**src/rtl/sdfm_fifo.sv**
```systemverilog
// Sigma-delta filter output FIFO with a one-word presentation register and an ack handshake.
// Optional threshold interrupt is built when SDFM_FIFO_IRQ_EN is defined; otherwise IRQ is tied low.
module sdfm_fifo #(
    parameter int WIDTH = 32,
    parameter int DEPTH = 16,
    parameter int AW    = 4
) (
    input  logic             SYSCLK,
    input  logic             SYSRST,
    input  logic             EN,
    input  logic             FLT_VALID,
    input  logic [WIDTH-1:0] FLT_DATA,
    input  logic             RD_ACK,
    input  logic             OVF_CLR,
    input  logic [AW:0]      THRESH,
    output logic [WIDTH-1:0] fifo_data,
    output logic             data_valid,
    output logic [AW:0]      LEVEL,
    output logic             FULL,
    output logic             EMPTY,
    output logic             OVF,
    output logic             IRQ
);

    typedef enum logic {IDLE, WAIT_ACK} state_e;

    localparam logic [AW:0] FULL_LVL = (AW+1)'(DEPTH);

    state_e           state_q, state_d;
    logic [WIDTH-1:0] mem [DEPTH];
    logic [AW-1:0]    wr_ptr_q, wr_ptr_d, rd_ptr_q, rd_ptr_d;
    logic [AW:0]      level_q, level_d;
    logic [WIDTH-1:0] fifo_data_q, fifo_data_d;
    logic             data_valid_q, data_valid_d;
    logic             ovf_q, ovf_d;
    logic             pop, push, ovf_set, full, empty;

    assign full  = (level_q == FULL_LVL);
    assign empty = (level_q == '0);

    always_ff @(posedge SYSCLK) begin
        if (SYSRST) state_q <= IDLE;
        else        state_q <= state_d;
    end

    always_comb begin
        state_d = state_q;
        case (state_q)
            IDLE:     if (!empty) state_d = WAIT_ACK;
            WAIT_ACK: if (RD_ACK) state_d = IDLE;
            default:  state_d = IDLE;
        endcase
    end

    always_comb begin
        pop = (state_q == IDLE) && !empty;
    end

    // A pop frees a slot in the same cycle, so a full FIFO still accepts a write alongside it.
    always_comb begin
        push         = FLT_VALID & EN & (!full | pop);
        ovf_set      = FLT_VALID & EN & full & !pop;
        wr_ptr_d     = push ? wr_ptr_q + AW'(1) : wr_ptr_q;
        rd_ptr_d     = pop  ? rd_ptr_q + AW'(1) : rd_ptr_q;
        level_d      = level_q;
        case ({push, pop})
            2'b10:   level_d = level_q + (AW+1)'(1);
            2'b01:   level_d = level_q - (AW+1)'(1);
            default: level_d = level_q;
        endcase
        fifo_data_d  = pop ? mem[rd_ptr_q] : fifo_data_q;
        data_valid_d = pop;
        ovf_d        = ovf_set ? 1'b1 : (OVF_CLR ? 1'b0 : ovf_q);
    end

    always_ff @(posedge SYSCLK) begin
        if (SYSRST) begin
            wr_ptr_q     <= '0;
            rd_ptr_q     <= '0;
            level_q      <= '0;
            fifo_data_q  <= '0;
            data_valid_q <= 1'b0;
            ovf_q        <= 1'b0;
        end else begin
            wr_ptr_q     <= wr_ptr_d;
            rd_ptr_q     <= rd_ptr_d;
            level_q      <= level_d;
            fifo_data_q  <= fifo_data_d;
            data_valid_q <= data_valid_d;
            ovf_q        <= ovf_d;
        end
    end

    // Storage is deliberately left out of reset.
    always_ff @(posedge SYSCLK) begin
        if (push && !SYSRST) mem[wr_ptr_q] <= FLT_DATA;
    end

    assign fifo_data  = fifo_data_q;
    assign data_valid = data_valid_q;
    assign LEVEL      = level_q;
    assign FULL       = full;
    assign EMPTY      = empty;
    assign OVF        = ovf_q;

`ifdef SDFM_FIFO_IRQ_EN
    logic irq_q, irq_d;

    always_comb begin
        irq_d = ((THRESH != '0) && (level_q >= THRESH)) || ovf_q;
    end

    always_ff @(posedge SYSCLK) begin
        if (SYSRST) irq_q <= 1'b0;
        else        irq_q <= irq_d;
    end

    assign IRQ = irq_q;
`else
    logic unused_thresh;
    assign unused_thresh = ^THRESH;
    assign IRQ = 1'b0;
`endif

endmodule
```
**config.mk**
```make
export PLATFORM = sky130hd
export DESIGN_NAME = sdfm_fifo
export DESIGN_NICKNAME = d
export VERILOG_FILES = /design/src/rtl/sdfm_fifo.sv
export SDC_FILE = /design/constraint.sdc
export NUM_CORES = 1
export LEC_CHECK = 0
export BUFFER_PORTS_ARGS = -buffer_cell sky130_fd_sc_hd__buf_2
export CORE_ASPECT_RATIO = 1.25
export CORE_MARGIN = 10
export CORE_UTILIZATION = 55
export CTS_CLUSTER_DIAMETER = 30
export DETAILED_ROUTE_END_ITERATION = 8
export GPL_TIMING_DRIVEN = 0
export PLACE_DENSITY_LB_ADDON = 0.1
export SLEW_MARGIN = 10
export SYNTH_ARGS = -nofsm -noshare
export SYNTH_HDL_FRONTEND = slang
export SYNTH_SLANG_ARGS = --single-unit
```
**constraint.sdc**
```tcl
create_clock -name SYSCLK -period 2.95 [get_ports SYSCLK]
set_clock_uncertainty 0.1 [all_clocks]
set_input_delay 0.1475 -clock SYSCLK [delete_from_list [all_inputs] [get_ports SYSCLK]]
set_output_delay 0.1475 -clock SYSCLK [all_outputs]
set_load 0.02 [all_outputs]
```
### Word level (Yosys, flattened, before mapping)

Memories as Yosys holds them, arrays and structs flattened. A register that Yosys moved wholly into a read port is not among the register bits.
Cells that the tools add are included.

* flip-flop bits (word level): 16
* RAM bits: 512
* bits of input ports: 43
* output and inout bits: 42
* logic and storage cells: 37
* memories: 1

Memory list
* mem: words 16, bits a word 32, read ports 1, clocked after Yosys merged registers in 1, write ports 1, line 30 `logic [WIDTH-1:0] mem [DEPTH];`

* add/subtract/negate cells: 4
* equality and inequality tests: 3
* mux-type cells: 8
* bitwise logic cells: 6
* reduce and logical (&&, ||, !) cells: 9

Operator list (number)
* $pmux 5 s2: 1
* $add 4x1->4 const B: 2
* $mux 1: 6
* $add 5x1->5 const B: 1
* $eq 5x5->1 const B: 1
* $logic_not 5->1: 1
* $sub 5x1->5 const B: 1
* $and 1x1->1: 4
* $logic_not 1->1: 4
* $reduce_bool 2->1: 2
* $eq 2x1->1 const B: 1
* $eq 2x2->1 const B: 1
* $logic_and 1x1->1: 2
* $pmux 1 s2: 1
* $not 1->1: 1
* $or 1x1->1: 1

### Depth between registers and ports, before layout

Gate-level depths: netlist (run 1).

* word-level depth: 8
* depth in mapped cells: 10

### Worst setup path before layout (run 1)

OpenSTA, ideal clock, no wires.

* path kind: register to register
* start: register level_q[1] (netlist: LEVEL[1])
* end: memory mem[15][0], enable pin
* setup time: 421 ps
* arrival: 2665 ps
* path slack: -236 ps
* stages on the path, launching flop included: 5
* clock period less this slack: 3186 ps
* cell sequence: dfxtp_1 -> nor4_2 -> a31oi_1 -> nand2_1 -> nor2_1

* longest elaborated chain between the ends: 8
* elaborated cells between the ends (all ways): 10

Ends and longest elaborated chain
* start: declaration: line 32 `logic [AW:0] level_q, level_d;`
* start signal: assignment: line 87 `level_q <= level_d;`
* $logic_not 5->1: line 39 `assign empty = (level_q == '0);`
* $logic_not 1->1: line 56 `pop = (state_q == IDLE) && !empty;`
* $logic_and 1x1->1: line 56
* $or 1x1->1 *: line 61 `push = FLT_VALID & EN & (!full | pop);`
* $and 1x1->1 *: line 61
* $logic_and 1x1->1 *: line 96 `if (push && !SYSRST) mem[wr_ptr_q] <= FLT_DATA;`
* $mux 1 *: line 96
* $mux 1 (not written as such) *: line 96
* end: declaration: line 30

Every way passes the cells marked *; elsewhere a longest branch is shown, timed or not.

==> metrics.yaml, run 1 <==
status: "finished, final reports clean"
syn_area_mm2: 0.0215
rows: 80
ys_async_sr_fraction_pct: 0
min_to: "LEVEL[4]"
cts_buffers: 86
syn_area_per_cell_um2: 22.1
worst_slew_pin_slew_ns: 1.04
crit_arrival_ns: 3.21
grt_antenna_before_repair: 0
cts_sinks: 560
ant_nets: 0
drtIter0Drc: 883
finalSetupTns_ns: 0
yosysSeqAreaShare_pct: 76.0
drt-total-wl_um: 47300
setup_violations: 0
overflow: 0
insertion_delay_ns: 0.62
synth_top_cell_by_area: "edfxtp_1"
ff_latch_area_mm2: 0.0163
synth_top_area_share_pct: 71.5
netlist_instances: 973
grt_pass1_vias: 11449
cts_buffer_depth: 3
wl_per_cell_um: 26.7
drive_above_1_share_pct: 39.4
die_h_um: 241
endpoint_kind: "register"
synth_edf_count: 512
rr_worst_depth: 5
slew_violations: 0
ff2ff_setup_slack_ns: 0.12
cp_max_fo: 10
ys.flop_type: "edfxtp_1"
port_buffers: 78
globalplace.congestion: 0.740
rsz0062_at_grt: "false"
synthTopCellsByCount: "512 x edfxtp_1, 128 x mux4_2, 48 x dfxtp_1, 35 x mux2i_1, 33 x nor2_1"
ir_drop_uv: 810
fin_crit_ns: 2.83
multiInputGateArea_mm2: 0.00496
cts_tree: "built"
synth.area.top_cells: "edfxtp_1 72%, mux4_2 13%, dfxtp_1 4.5%"
diodes: 0
grt_pass1_wl_um: 71600
fp.dieW_um: 197
nets: 1256
route.vias.total: 10460
crit_required_ns: 3.33
power_density_mw_per_mm2: 925
via_per_inst: 5.91
crit_type: "reg -> reg"
worst_slack_ns: 0.122
initial_utilization_pct: 55.9
start_kind: "register"
dpl_worst_slack_ns: -0.0187
max_freq_mhz: 354
synth.most_common_cell: "edfxtp_1"
drcViolationCount: 0
hold_violations: 0
synth_cell_types: 45
hold_start: "FLT_VALID"
yosys_warnings: 0
hold_class: "in -> reg"
clkTransAtPathRegs_ns: 0.05
grt_max_degree: 21
cap_violations: 0
pin_count: 85
r2r_end: "fifo_data[6]"
ys_ff_latch: 560
fp.dieArea_mm2: 0.0475
fill_cells: 2412
htree_levels: 3
whs_path_depth: 4
rr_startpoint: "rd_ptr_q[1]"
fp.coreArea_mm2: 0.0384
maxSlewHeadroom_pct: 30.4
syn_nets: 1025
drtPass1Iterations: 5
p_leak_nw: 8.75
post-route-period-util_pct: 95.8
dpl.hpwl_um: 28600
track_usage_pct: 20.7
area_growth_pct: 23.7
clock-root-buffer: "clkbuf_16"
metrics by stage:
step | instances | util [%] | area, µm² | total power [mW] | hold slack (ns)
floorplan | 973 | - | 21500 | 12.9 | 0.142
global placement | 1543 | 58.6 | 22500 | 14.3 | 0.312
detailed placement | 1559 | 59.9 | 23000 | 14.3 | 0.332
CTS | 1759 | 68.8 | 26500 | 24.9 | 0.00622
global route | 1770 | 69.2 | 26600 | 25.6 | 0.112
finish | 1770 | 69.2 | 26600 | 24.6 | 0.0504
critical path: stages, from the launching register on:
cell and delay, ns:
dfxtp_1 0.44, buf_1 0.63, clkbuf_1 0.80, mux4_2 0.42
mux2i_1 0.21, o21ai_1 0.08
placed cells by master, fill, tap and decap left out, drive strengths merged, types with 3 or more instances in the layout:
cell type,count
o21ai,35
bufinv,11
a22oi,32
nor2b,3
dlygate4sd3,38
clkbuf,107
clkinv,23
inv,35
clkinvlp,5
a21oi,6
mux2i,36
xnor2,5
mux4,128
mux2,32
edfxtp,512
buf,144
nor2,33
xor2,4
dfxtp,48
nand2,13
ha,8
routing by layer:
| layer | up-vias | global-route usage, % | routed length, µm |
|---|---|---|---|
| met5 | - | 0 | 0 |
| met4 | 0 | 7.21 | 917 |
| li1 | 4554 | - | - |
| met3 | 65 | 3.54 | 2410 |
| met1 | 5531 | 25.6 | 18600 |
| met2 | 310 | 36.1 | 25400 |
how the worst max path moves through the flow:
stage / from / end / slack (ns) / cells past startpoint
after CTS: LEVEL[2] / mem[7][6] / 0.005 / 5
after detailed placement: LEVEL[2] / mem[7][16] / -0.02 / 5
final: rd_ptr_q[1] / fifo_data[6] / 0.12 / 5
after global placement: LEVEL[2] / mem[12][14] / -1.91 / 4
after global routing: rd_ptr_q[1] / fifo_data[6] / 0.006 / 5
after floorplan: LEVEL[1] / mem[15][0] / -0.24 / 4
state kept, by name (all words and copies together) (netlist names):
signal,count
data_valid,1
mem,512
OVF,1
fifo_data,32
LEVEL,5
wr_ptr_q,4
state_q,1
rd_ptr_q,4
report_power, final:
part / switching, mW / leakage (nW) / internal, mW
registers: 0.264 / 5.00 / 8.98
clock network: 3.85 / 1.49 / 6.63
logic: 2.59 / 2.26 / 2.28
total: 6.71 / 8.75 / 17.9
kinds of logic (layout without fill, tap and decap cells):
group	Yosys count	after routing	synth area share (%)
DFF	560	560	76.0
muxes	196	196	17.2
AOI/OAI and AO/OA	80	80	3.03
and+or+nand+nor	60	60	1.29
buffers and inverters	58	363	1.53
adders and majority gates	9	9	0.559
xor gates and xnor gates	9	9	0.367
other	1	1	0.0174
what timing repair did:
action                                  4_1_cts  5_1_grt
setup buffers                                 0       11
hold buffers                                 38        0
gates cloned                                  0        0
gates resized for setup                       0        1
endpoints found under the hold margin       518        0
endpoints found under the setup margin        4      125
pin swaps                                     1        6
cell type report:
class	instances	area share, %
flip-flops and latches	560	61.4
plain buffers	49	1.11
clock inverters	65	2.97
clock buffers	97	8.48
multi-input cells	355	18.7
inverters	9	0.127
well taps	492	2.31
repair buffers	143	4.91
Power figures use the tool's default switching activity.
==> run 2, diff against run 1 <==
ABC_AREA = 1   (was default)
CORE_UTILIZATION = 56   (was 55)
==> metrics.yaml, run 2 <==
status: "finished, final reports clean"
dpl_worst_slack_ns: 0.300
drtPass1Iterations: 6
start_kind: "register"
grt_pass1_vias: 17034
synth_top_cell_by_area: "edfxtp_1"
ys_async_sr_fraction_pct: 0
hold_violations: 0
die_h_um: 250
wl_per_cell_um: 21.1
ys.flop_type: "edfxtp_1"
drive_above_1_share_pct: 13.7
fp.coreArea_mm2: 0.0419
area_growth_pct: 21.4
busiest_layer: "met2"
fill_cells: 2997
layout_commonest_cell: "nand2_1"
syn_area_per_cell_um2: 10.4
drcViolationCount: 0
syn_area_mm2: 0.0236
via_per_inst: 5.46
placed_area_mm2: 0.0253
drtIter0Drc: 1664
clock-root-buffer: "clkbuf_16"
netlist_instances: 2282
crit_arrival_ns: 2.93
regMostFlops: "mem"
rsz0062_at_grt: "false"
cts_buffer_depth: 3
worst_slew_pin_slew_ns: 1.06
cap_violations: 0
ir_drop_uv: 646
ant_nets: 0
synth_cell_types: 24
largest_reg_flops: 512
drt-total-wl_um: 66400
maxSlewHeadroom_pct: 29.1
ff_latch_area_mm2: 0.0163
pin_count: 85
fp.dieArea_mm2: 0.0509
multiInputGateArea_mm2: 0.00560
htree_levels: 3
globalplace.congestion: 0.851
hold_class: "in -> reg"
cts_tree: "built"
grt_pass1_wl_um: 99600
power_density_mw_per_mm2: 943
initial_utilization_pct: 56.3
insertion_delay_ns: 0.63
overflow: 0
slew_violations: 0
max_freq_mhz: 370
cts_sinks: 560
port_buffers: 78
yosys_warnings: 0
design_area_mm2: 0.0287
ys_ff_latch: 560
use_met2_pct: 43.1
clkTransAtPathRegs_ns: 0.05
yosysSeqAreaShare_pct: 69.1
grt_util_met3_pct: 5.74
synth.area.top_cells: "edfxtp_1 65%, nand2_1 11%, nand3_1 7.8%"
grt_max_degree: 21
power_mw: 27.0
synth_edf_count: 512
syn_nets: 2334
diodes: 0
mostFrequentLayoutCells: "702 x nand2_1, 512 x edfxtp_1, 368 x nand3_1"
synth.most_common_cell: "nand2_1"
grt_antenna_before_repair: 0
cts_buffers: 91
post-route-period-util_pct: 91.6
endpoint_kind: "register"
crit_type: "reg -> reg"
crit_required_ns: 3.18
p_leak_nw: 12.2
setup_violations: 0
synthTopCellsByCount: "702 x nand2_1, 512 x edfxtp_1, 368 x nand3_1, 315 x inv_1, 152 x nor2_1"
synth_top_area_share_pct: 65.1
route.vias.total: 17162
track_usage_pct: 26.1
fp.dieW_um: 204
nets: 2557
fin_crit_ns: 2.70
worst_slack_ns: 0.248
dpl.hpwl_um: 42800
grtUsageMet1_pct: 31.6
hold_ws_ns: 0.0269
rows: 84
cp_max_fo: 20
==> run 2: changes by cell type in the layout (fill, tap and decap cells not counted), sizes merged, moves of 32 or more <==
cell   previous run  this run
a22oi            32         0
mux2             32         0
nor2             33       152
mux4            128         0
nand2            13       703
nand3             0       368
mux2i            36         0
buf             144       189
inv              35       332
==> run 2: timing repair <==
item	in CTS	in global routing
gates resized for setup	0	0
endpoints found under the hold margin	515	0
setup buffers	0	0
hold buffers	36	0
==> run 2: metrics by stage <==
step	utilization [%]	cells	setup TNS, ns
after floorplan	-	2282	-1.30
after global placement	58.9	2919	-707.71
after detailed placement	60.2	2935	0
after CTS	68.4	3143	0
after global routing	68.4	3143	0
final	68.4	3143	0
==> run 2: cell families (layout without fill, tap and decap cells) <==
kind of cell / after synthesis / count (layout) / share of synthesized area, %
other cells: 1 / 1 / 0.0159
compound gates: 48 / 48 / 1.09
buf+inv: 436 / 738 / 7.69
xor+xnor: 3 / 3 / 0.111
simple gates: 1225 / 1225 / 21.4
flops: 560 / 560 / 69.1
fa+ha+maj: 9 / 9 / 0.508
==> run 2: routing by layer <==
layer / up-vias / part of all wire, %
li1: 7920 / -
met1: 8184 / 38
met2: 869 / 49
met3: 189 / 8.6
met4: 0 / 4.3
met5: - / 0
==> run 2: cell type report <==
cell class / count / area share [%]
timing repair buffer: 130 / 4.10
clock buffer: 100 / 8.21
sequential: 560 / 57.0
buffer: 119 / 2.19
tap: 559 / 2.44
clock inverter: 72 / 2.43
inverter: 317 / 4.15
multi-input combinational: 1286 / 19.5
==> run 2: worst max-delay path, stage by stage, from the launching register on <==
cell and delay [ns]:
dfxtp_1 0.38, nor2_1 0.11, nand4_1 0.14, nand2_1 0.18, inv_1 0.19, nand2_1 0.30
nor2_4 0.76, buf_16 0.24
==> run 2: path summary, 6_finish.rpt <==
| check | start | endpoint | slack [ns] | cells after the start |
|---|---|---|---|---|
| max | LEVEL[2] | mem[11][23] | 0.25 | 7 |
| min | EN | LEVEL[4] | 0.03 | 7 |
| max reg2reg | LEVEL[2] | mem[11][23] | 0.25 | 7 |
| min reg2reg | LEVEL[2] | LEVEL[2] | 0.43 | 2 |
==> run 2: where the power goes <==
part,switching (mW),leakage [nW],internal [mW]
registers,0.143,5.00,8.93
clock network,3.90,1.46,6.48
logic,5.45,5.69,2.15
